**src/rtl/cv32e40p_pkg.sv**
```systemverilog
// Shared types for the EX-stage divider: operator and sequencer state encodings.
package cv32e40p_pkg;

  typedef enum logic [1:0] {
    DIVU = 2'b00,
    DIV  = 2'b01,
    REMU = 2'b10,
    REM  = 2'b11
  } div_op_e;

  typedef enum logic [1:0] {
    ST_IDLE,
    ST_DIV,
    ST_FINISH
  } div_state_e;

  localparam int DIV_CNT_W = $clog2(32) + 1;

endpackage

```
**src/rtl/cv32e40p_div_clz.sv**
```systemverilog
// Combinational 32-bit leading-zero counter; all-zero input yields 32.
module cv32e40p_div_clz (
  input  logic [31:0] data_i,
  output logic [5:0]  clz_o
);

  // Ascending scan: the highest set bit is the last writer.
  always_comb begin
    clz_o = 6'd32;
    for (int i = 0; i < 32; i++) begin
      if (data_i[i]) clz_o = 6'(31 - i);
    end
  end

endmodule

```
**src/rtl/cv32e40p_div_seq.sv**
```systemverilog
// Iterative radix-2 restoring divider sequencer (DIV/DIVU/REM/REMU) for EX.
// Define CV32E40P_DIV_EARLY_OUT_EN to skip the dividend's leading zeros.
module cv32e40p_div_seq
  import cv32e40p_pkg::*;
#(
  parameter int WIDTH = 32
) (
  input  logic             clk,
  input  logic             rst_n,
  input  logic             enable_i,
  input  logic [1:0]       operator_i,
  input  logic [WIDTH-1:0] op_a_i,
  input  logic [WIDTH-1:0] op_b_i,
  input  logic             kill_i,
  input  logic             ex_ready_i,
  output logic             ready_o,
  output logic             valid_o,
  output logic [WIDTH-1:0] result_o
);

  div_state_e           state_q;
  div_op_e              op_q;
  logic [DIV_CNT_W-1:0] cnt_q;
  logic [31:0]          rem_q;
  logic [31:0]          dvd_q;
  logic [31:0]          dvs_q;
  logic                 neg_q_q, neg_r_q;
  logic                 valid_q;
  logic [31:0]          result_q;

  // Operand conditioning at accept
  logic                 signed_op;
  logic [31:0]          mag_a, mag_b;
  logic                 neg_q_in, neg_r_in;
  logic [31:0]          dvd_init;
  logic [DIV_CNT_W-1:0] cnt_init;

  assign signed_op = operator_i[0];
  assign mag_a     = (signed_op & op_a_i[31]) ? -op_a_i : op_a_i;
  assign mag_b     = (signed_op & op_b_i[31]) ? -op_b_i : op_b_i;
  assign neg_q_in  = signed_op & (op_a_i[31] ^ op_b_i[31]) & (op_b_i != '0);
  assign neg_r_in  = signed_op & op_a_i[31];

`ifdef CV32E40P_DIV_EARLY_OUT_EN
  logic [5:0] clz;

  cv32e40p_div_clz u_clz (
    .data_i (mag_a),
    .clz_o  (clz)
  );

  // A zero dividend still takes one iteration so the FSM path is uniform.
  assign dvd_init = mag_a << clz;
  assign cnt_init = clz[5] ? '0 : {1'b0, 5'd31 - clz[4:0]};
`else
  assign dvd_init = mag_a;
  assign cnt_init = DIV_CNT_W'(WIDTH - 1);
`endif

  // One restoring step; the 33rd bit only exists in the shifted trial value.
  logic [32:0] rem_shift, trial;
  logic        qbit;
  logic [31:0] rem_nxt, quo_nxt, res_fin;

  assign rem_shift = {rem_q, dvd_q[31]};
  assign trial     = rem_shift - {1'b0, dvs_q};
  assign qbit      = rem_shift >= {1'b0, dvs_q};
  assign rem_nxt   = qbit ? trial[31:0] : rem_shift[31:0];
  assign quo_nxt   = {dvd_q[30:0], qbit};

  always_comb begin
    res_fin = neg_q_q ? -quo_nxt : quo_nxt;
    if ((op_q == REMU) || (op_q == REM)) res_fin = neg_r_q ? -rem_nxt : rem_nxt;
  end

  always_ff @(posedge clk or negedge rst_n) begin
    if (!rst_n) begin
      state_q  <= ST_IDLE;
      op_q     <= DIVU;
      cnt_q    <= '0;
      rem_q    <= '0;
      dvd_q    <= '0;
      dvs_q    <= '0;
      neg_q_q  <= 1'b0;
      neg_r_q  <= 1'b0;
      valid_q  <= 1'b0;
      result_q <= '0;
    end else if (kill_i) begin
      state_q <= ST_IDLE;
      valid_q <= 1'b0;
    end else begin
      case (state_q)
        ST_IDLE: begin
          if (enable_i) begin
            op_q    <= div_op_e'(operator_i);
            dvd_q   <= dvd_init;
            dvs_q   <= mag_b;
            neg_q_q <= neg_q_in;
            neg_r_q <= neg_r_in;
            rem_q   <= '0;
            cnt_q   <= cnt_init;
            state_q <= ST_DIV;
          end
        end
        ST_DIV: begin
          rem_q <= rem_nxt;
          dvd_q <= quo_nxt;
          if (cnt_q == '0) begin
            state_q  <= ST_FINISH;
            valid_q  <= 1'b1;
            result_q <= res_fin;
          end else begin
            cnt_q <= cnt_q - 1'b1;
          end
        end
        ST_FINISH: begin
          // A request arriving with ex_ready_i waits for the next IDLE cycle.
          if (ex_ready_i) begin
            state_q <= ST_IDLE;
            valid_q <= 1'b0;
          end
        end
        default: state_q <= ST_IDLE;
      endcase
    end
  end

  assign ready_o  = (state_q == ST_IDLE) ? ~enable_i : (state_q == ST_FINISH);
  assign valid_o  = valid_q;
  assign result_o = result_q;

endmodule

```
**config.mk**
```make
export PLATFORM = sky130hd
export DESIGN_NAME = cv32e40p_div_seq
export DESIGN_NICKNAME = d
export VERILOG_FILES = /design/src/rtl/cv32e40p_pkg.sv /design/src/rtl/cv32e40p_div_clz.sv /design/src/rtl/cv32e40p_div_seq.sv
export SDC_FILE = /design/constraint.sdc
export NUM_CORES = 1
export LEC_CHECK = 0
export ABC_AREA = 1
export CAP_MARGIN = 20
export CORE_ASPECT_RATIO = 1.2
export CORE_MARGIN = 2
export CORE_UTILIZATION = 40
export CTS_CLUSTER_DIAMETER = 30
export CTS_CLUSTER_SIZE = 8
export DETAILED_ROUTE_END_ITERATION = 8
export PLACE_DENSITY = 0.66
export REMOVE_ABC_BUFFERS = 1
export SLEW_MARGIN = 25
export SYNTH_ARGS = -nofsm -noshare
export SYNTH_HDL_FRONTEND = slang
export SYNTH_SLANG_ARGS = --single-unit
```
**constraint.sdc**
```tcl
create_clock -name clk -period 9.8 [get_ports clk]
set_input_delay 0.98 -clock clk [delete_from_list [all_inputs] [get_ports clk]]
set_output_delay 0.98 -clock clk [all_outputs]
set_load 0.01 [all_outputs]
```
# [Word-level counts from Yosys, hierarchy flattened]
# Cells that the tools add are included.
[classes] addsub=6 n_lt_le_gt_ge=1 eq_ne=9 n_mux=23 bitwise=7 reduce_logical=12
[op_table] operator="2-to-1 mux 32 bit" count=8
[op_table] operator="negator 32 bit" count=4
[op_table] operator="case mux 32 bit (2 select lines)" count=2
[op_table] operator=">= comparator 33 x 32 -> 1 bit" count=1
[op_table] operator="nonzero test 32 bit" count=1
[op_table] operator="subtractor 32 bit" count=1
[op_table] operator="AND reduction 3 bit" count=5
[op_table] operator="2-to-1 mux 6 bit" count=2
[op_table] operator="case mux 6 bit (2 select lines)" count=1
[op_table] operator="!= test 3 bit (second input constant)" count=3
[op_table] operator="2-to-1 mux 2 bit" count=4
[op_table] operator="== test 2 bit (second input constant)" count=3
[op_table] operator="zero test 6 bit" count=1
[op_table] operator="case mux 2 bit (3 select lines)" count=1
[op_table] operator="subtractor 6 x 1 -> 6 bit (second input constant)" count=1
[op_table] operator="bitwise AND 1 bit" count=4
[op_table] operator="2-to-1 mux 1 bit" count=4
[op_table] operator="!= test 2 bit (second input constant)" count=2
[op_table] operator="AND reduction 4 bit" count=1
[op_table] operator="nonzero test 3 bit" count=1
[op_table] operator="== test 2 x 1 -> 1 bit (second input constant)" count=1
[op_table] operator="zero test 2 bit" count=1
[op_table] operator="inverter 1 bit" count=2
[op_table] operator="case mux 1 bit (2 select lines)" count=1
[op_table] operator="3 further kinds" count=3
[totals] ff_bits=141 input_bits=71 output_inout_bits=34

# [Depth between registers and ports, before layout]
# Gate-level depths: netlist (run 1).
[logic_depth] depth_word=5 depth_mapped=30 depth_no_buf=28

# [Worst setup path after synthesis (run 1)]
# Ideal clock, no wire load.
[synth_timing] path_kind="register to register" from="register rem_q[7]" to="register result_q[30], in the netlist result_o[30]" setup_time_ps=122 arrival_time_ps=3754 path_slack_ps=5924 stages_incl_launch_ff=28 path_buffers=2 period_less_slack_ps=3876 path_cell_list="dfrtp_1 > ha_1 > nand2_2 > inv_2 > a21oi_2 > nand3_2 > nand2_2 > nand2_4 > nand2_8 > nand2_8 > inv_2 > buf_6 > buf_6 > ha_1 > nand3_1 > nor3_1 > nand3_1 > nor2_1 > nand3_1 > nor2_1 > nand3_1 > nor2_1 > nor2_1 > nor2_2 > o21ai_0 > or2_0 > a21oi_1 > a21oi_1"
[synth_via] elab_chain_cells=5 elab_cells_between_ends=8 classes_between="add/sub (3); order compare (1); mux (4)"
[synth_rtl] item="start: declaration" line_no="cv32e40p_div_seq.sv:24" text="logic [31:0] rem_q;"
[synth_rtl] item="start signal: assignment" line_no="cv32e40p_div_seq.sv:106" text="rem_q <= rem_nxt;"
[synth_rtl] item="subtractor 32 bit / >= comparator 33 x 32 -> 1 bit (equally long branches)" line_no="cv32e40p_div_seq.sv:66, cv32e40p_div_seq.sv:67"
[synth_rtl] item="2-to-1 mux 32 bit" line_no="cv32e40p_div_seq.sv:68" text="assign rem_nxt = qbit ? trial[31:0] : rem_shift[31:0];"
[synth_rtl] item="negator 32 bit" line_no="cv32e40p_div_seq.sv:73" text="if ((op_q == REMU) || (op_q == REM)) res_fin = neg_r_q ? -rem_nxt : rem_nxt;"
[synth_rtl] item="2-to-1 mux 32 bit" line_no="cv32e40p_div_seq.sv:73"
[synth_rtl] item="2-to-1 mux 32 bit (*)" line_no="cv32e40p_div_seq.sv:73"
[synth_rtl] item="end signal: assignment" line_no="cv32e40p_div_seq.sv:111" text="result_q <= res_fin;"
[synth_rtl] item="end: declaration" line_no="cv32e40p_div_seq.sv:29" text="logic [31:0] result_q;"
# Every way passes the cells marked *; elsewhere a longest branch is shown, timed or not.
# A chain may end at the register's enable or synchronous reset.

# [Worst setup path in the final report (run 1)]
[layout_timing] from="register rem_q[26]" to="register result_q[30], in the netlist result_o[30]"
# The elaborated chain is that of the path after synthesis.

==> results of run 1 <==
==> flip-flops by register name (all words and copies together), names as in the netlist <==
signal and count:
cnt_q 6, dvd_q 32, dvs_q 32, neg_q_q 1, neg_r_q 1, op_q 1, rem_q 32, result_o 32
state_q 2, valid_o 1
==> layout by cell type, fill, tap and decap left out, types with 12 or more instances in the layout <==
| cell | netlist | layout |
|---|---|---|
| nand2_1 | 438 | 438 |
| inv_1 | 222 | 222 |
| o21ai_0 | 186 | 186 |
| nor2_1 | 168 | 167 |
| dfrtp_1 | 140 | 140 |
| nand3_1 | 134 | 134 |
| a21oi_1 | 111 | 111 |
| clkdlybuf4s50_1 | 0 | 103 |
| xor2_1 | 41 | 41 |
| ha_1 | 38 | 38 |
| nor3_1 | 32 | 32 |
| nand4_1 | 25 | 25 |
| o211ai_1 | 23 | 23 |
| a31oi_1 | 21 | 21 |
| nand2_2 | 19 | 19 |
| nor2_2 | 16 | 17 |
| o22ai_1 | 17 | 17 |
| clkbuf_16 | 0 | 17 |
| xnor2_1 | 14 | 14 |
| nand3b_1 | 12 | 12 |
| nor4_1 | 12 | 12 |
==> routing by layer <==
| layer | part of all wire, % | vias to the layer above | GRT usage, % |
|---|---|---|---|
| met3 | 4.4 | 49 | 2.92 |
| met4 | 2.6 | 0 | 8.87 |
| li1 | - | 6128 | - |
| met5 | 0 | - | 0 |
| met2 | 48 | 326 | 43.4 |
| met1 | 45 | 5635 | 31.5 |
==> worst paths after layout <==
check                          endpoint  slack (ps)      start
max in group asynchronous     rem_q[25]        7910      rst_n
setup reg to reg           result_o[30]        4730  rem_q[26]
hold / removal                 cnt_q[5]         470   cnt_q[5]
hold reg to reg                cnt_q[5]         470   cnt_q[5]
min in group asynchronous      dvd_q[2]         580      rst_n
setup / recovery           result_o[30]        4730  rem_q[26]
==> cell usage after synthesis (7+ instances only) <==
cell type  count
o211ai_1      23
nand3_1      134
xor2_1        41
nand3b_1      12
dfrtp_1      140
clkinv_1       7
o21ai_1        9
xnor2_1       14
o21ai_0      186
nor4_1        12
nor2_1       168
inv_1        222
nand2_1      438
ha_1          38
o22ai_1       17
nor2_2        16
clkbuf_1      44
nand2_2       19
nand4_1       25
a21oi_1      111
inv_2         10
a31oi_1       21
nor3_1        32
==> layout make-up <==
class	instances	area share, %
clock buffers	23	3.57
well taps	385	3.53
flip-flops and latches	140	25.7
clock inverters	7	0.477
multi-input cells	1371	52.0
repair buffers	115	8.24
inverters	239	6.57
==> power groups by stage <==
stage / Clock, uW / Sequential, uW / Combinational (uW)
after floorplan: 0 / 978 / 2240
after global placement: 0 / 990 / 3170
after detailed placement: 0 / 994 / 3190
after CTS: 630 / 989 / 3210
after global routing: 656 / 1020 / 3650
final: 617 / 992 / 3240
==> stage by stage <==
stage | power (uW) | std cells | hold slack, ps
global route | 5320 | 2280 | 508
global placement | 4160 | 2250 | 455
floorplan | 3220 | 1750 | 439
CTS | 4830 | 2280 | 469
detailed placement | 4180 | 2250 | 459
finish | 4850 | 2280 | 470
==> cells by family after synthesis <==
kind of cell,count (synthesis),share of synthesized area (%)
flops,140,29.7
simple gates,885,33.5
xor+xnor,55,4.09
buf+inv,296,10.1
fa+ha+maj,39,4.21
compound gates,392,18.3
==> worst max-delay path: stages (launching register included) <==
cell	delay, ps
dfrtp_1	390
ha_1	390
nand2_2	110
inv_2	40
nand2_1	70
nand2_1	60
a21oi_1	190
nand2_1	120
nor2_4	390
nand2_8	270
inv_2	430
ha_1	280
nand3_1	100
nor3_1	230
nand3_1	140
nor2_1	190
nand3_1	160
nor2_1	200
nand3_1	190
nor2_1	130
nor2_1	90
nor2_2	180
o21ai_0	120
or2_0	220
a21oi_1	150
a21oi_1	90
==> impl_results.md, run 1 <==
- Fmax: 0.197 GHz
- Clock root cell: clkbuf_16
- Max Cap Viol: 0
- Core area: 28800 sq um
- Remaining global-route overflow: 0
- Netlist cell types: 52
- Switching Share: 54.3%
- Fill count: between 3000 and 4000
- RSZ-0062 raised after global routing: false
- Mapped cell area: 11800 sq um
- Via count: ~12000
- # IOs: 105
- Power per cell area: 355 nW/um^2
- Die height: between 150 and 200 um
- #FFs+latches synth: 140
- First-pass GRT wire length: 60600 um
- Htree depth: 4
- Pleak: 0.00647 uW
- Final instance area: 13700 sq um
- Routed Antenna Nets: 0
- Worst setup margin: between 4000 and 5000 ps
- Skew-Pair Late Insertion Delay: 430 ps
- Max transition margin: 32.7%
- Internal power: 2220 uW
- Reg area: 3500 sq um
- Comb power frac: 66.8%
- Die area: 30800 sq um
- Drt total wl: 37400 um
- PortBufs: 104
- Slew @ Worst Pin: 1010 ps
- Crit path required time: 10110 ps
- Post-synthesis sequential area ratio: 29.7%
- Number of diodes: 0
- Nets: 1994
- CP endpoint kind: flop
- CTS Buf Count: 17
- Net Sw Power: 2630 uW
- Final Cycle Share: 51.8%
- Vias per cell: 5.32
- Hold Path Stages: 1
- Setup Viol. Count Final: 0
- Drc violations: 0
- Area leader, netlist: dfrtp_1
- CTS max path bufs: 2
- Starting Density: 40.8%
- Synth warnings: 0
- Worst-path clk slew: around 60 ps
- Largest net degree at the start of global routing: 78
- CTS tree: yes
- Setup TNS: 0 ps
- Min-Delay Path Class: flop to flop
- Number of synthesized flops with an enable pin: 0
- Initial antenna violation count: 0
- Drt first pass iters: 5
- Arrival time worst endpoint: 5380 ps
- Fin. max-slew vios: 0
- Layout cells sized above 1: 6.28%
- Area of the multi-input gates: roughly 7100 sq um
- Minimum clock period: 5070 ps
- Hold buffer count at CTS: 0
- Area share of the largest cell type after synthesis: 29.7%
- # rows: 68
- Part of the power in registers: between 20% and 30%
- R2R depth: 25
- Tot GR Track Use: 24.7%
- Status: finished clean
- Wire per inst: approximately 16 um
- Dpl ws: between 4000 and 5000 ps
- GPL Wtd Cong: slightly below 1
- Clock Power Share: 12.7%
- Vias in the first global route: 11700
- Drt initial violations: roughly 700
- Post-CTS setup-driven buffer insertion count: 0
- Synth Instances: 1807
- Synthesized area per cell: 6.52 sq um
- Die span in x: 161 um
- CP Class: flop to flop
- Worst-path fanout max: 40
- Startpoint Class: flop
- Main flop type after synthesis: dfrtp_1
- Worst Skew: 7.13 ps
- Peak supply drop: 163 uV
- CTS sink cnt: between 100 and 150
- Layout Utilization: between 40% and 50%
- Post_cts resized: 0
- Detail Placement HPWL: 29000 um
- Final hold viol count: 0
- Placed Instance Area: between 10000 and 15000 sq um
- Ranking of synthesized cells by area: dfrtp_1 30%, nand2_1 14%, o21ai_0 7.9%
- Area delta synth->final: 15.9%
- Async set-reset flop share out of synthesis: 100%
Power figures use the tool's default switching activity.
==> run 2, diff against run 1 <==
- clock period: 9.8 -> 4.9 ns (I/O delays scaled with it)
==> run 2 against run 1 <==
Net effect:
- register-to-register slack got worse by 4300 ps
- utilization increased by 0.49 points
- via count increased by 0.93%
- count of clock-buffer cells in the layout decreased by 4
- total power increased by 110%
- sequential share of layout area decreased by 0.27 points
- global-route usage increased by 0.18 points
- non-clock buffer count increased by 6
==> impl_results.md, run 2 (same netlist as run 1, synthesis figures left out) <==
- Worst-path cell chain: ha_1, nand2_1, nor2_1, nand3_1, nand3b_1, nand2_1, nor2_4, nand2_8, inv_2, ha_1, nand3_1, nor3_1, nand3_1, nor2_1, nand3_1, nor2_1, nand3_1, nor2_1, nor2_1, nor2_2, o21ai_0, or2_0, a21oi_1, a21oi_1
- CTS max path bufs: 2
- Tot GR Track Use: between 20% and 30%
- Met3 usage: 2.55%
- Slowest stage delay, CP: 420 ps
- Peak supply drop: 386 uV
- Arrival time worst endpoint: 4820 ps
- Fin. max-slew vios: 0
- Setup Viol. Count Final: 0
- Largest net degree at the start of global routing: around 110
- Htree depth: 4
- Drt first pass iters: 5
- Drc violations: 0
- Number of diodes: 0
- Drt total wl: approximately 38000 um
- CTS sink cnt: 140
- Met2 global-route usage: 44.2%
- Final hold viol count: 0
- Worst-path fanout max: 16
- Worst Skew: 9.37 ps
- Drt initial violations: 867
- # IOs: 105
- Worst Hold Slack: 150 ps
- Startpoint Class: flop
- Crit path required time: 5220 ps
- Area delta synth->final: 17.1%
- Routed Antenna Nets: 0
- Die area: 30800 sq um
- Clock root cell: clkbuf_16
- Fmax: 0.222 GHz
- PortBufs: 104
- Slew @ Worst Pin: 946 ps
- Skew-Pair Late Insertion Delay: roughly 440 ps
- Die span in x: ~160 um
- Crit-path slowest cell: nor2_4
- Hold buffer count at CTS: 0
- Min-Delay Path Class: input port to asynchronous set/reset pin
- Initial antenna violation count: 0
- Power per cell area: 725 nW/um^2
- Post-CTS setup-driven buffer insertion count: 0
- Via count: 12300
- Minimum clock period: ~4500 ps
- GRT busiest layer: met2
- RSZ-0062 raised after global routing: false
- # rows: 68
- Met1 Use GR: 30.9%
- GPL Wtd Cong: 0.962
- Core area: 28800 sq um
- Worst-path clk slew: 70 ps
- Starting Density: around two fifths
- Setup TNS: 0 ps
- Most frequent cells in the layout: 438 x nand2_1, 221 x inv_1, 186 x o21ai_0, 167 x nor2_1, 140 x dfrtp_1
- Die height: 192 um
- Commonest non-fill, non-tap cell in the layout: nand2_1
- CP endpoint kind: flop
- Nets: 2000
- Vias per cell: ~5.4
- Pleak: roughly 0.0065 uW
- CTS tree: yes
- Final Cycle Share: 91.8%
- Status: finished clean
- CTS Buf Count: 17
- First-pass GRT wire length: 60900 um
- Layout cells sized above 1: 6.73%
- Max transition margin: 36.9%
- CP Class: flop to flop
- Remaining global-route overflow: 0
- Vias in the first global route: around 12000
- Detail Placement HPWL: 29200 um
- Wire per inst: 16.6 um
- Post_cts resized: 0
- Max Cap Viol: 0
## run 2: cell types whose count changed in the layout (fill, tap and decap cells not counted)
cell	before	now
clkbuf_8	4	1
buf_4	11	17
inv_1	222	221
buf_6	1	0
clkinv_4	0	2
clkinv_2	4	0
bufinv_16	1	5
inv_2	10	11
inv_6	0	2
clkinvlp_4	2	4
## run 2: path summary, 6_finish.rpt
kind / startpoint / to / slack (ps) / cells after the start
setup reg to reg: rem_q[23] / result_o[30] / 400 / 24
max in group asynchronous: rst_n / rem_q[23] / 3740 / 2
hold reg to reg: cnt_q[5] / cnt_q[5] / 480 / 1
min in group clk: cnt_q[5] / cnt_q[5] / 480 / 1
setup / recovery: rem_q[23] / result_o[30] / 400 / 24
hold / removal: rst_n / result_o[5] / 150 / 1
## run 2: final cells by class
cell class	count	area (sq um)
Timing Repair Buffer	121	1170
Fill cell	2933	15000
Tap cell	385	482
Sequential cell	140	3500
Clock buffer	19	433
Multi-Input combinational cell	1371	7090
Clock inverter	13	215
Inverter	239	897
## run 2: worst max-delay path, delay by kind of cell (launching register included)
family | cells | cell delay (ps)
buffers and inverters | 1 | 70
AND/OR/NAND/NOR | 18 | 2990
flip-flops | 1 | 400
AO/OA/AOI/OAI | 3 | 360
adder cells (fa/ha/maj) | 2 | 560
## run 2: per-stage QoR
stage	cells	power (uW)	setup WS [ps]	cell area [sq um]	utilization, %
finish	2288	10000	401	13800	47.8
global route	2288	10900	57.7	13800	47.8
CTS	2288	9940	488	13800	47.8
detailed placement	2256	8420	533	13100	45.6
global placement	2256	8380	571	13100	45.6
floorplan	1750	6440	605	11500	-
## run 2: report_power, final
part           total, uW  internal [uW]  switching (uW)
Combinational       6570           2130            4430
Clock               1460            908             557
Sequential          1970           1590             378
## run 2: layer usage
metal	wire [um]	vias to the layer above
met5	0	-
met4	1240	0
met3	1630	70
met2	18200	350
met1	16900	5678
li1	-	6153
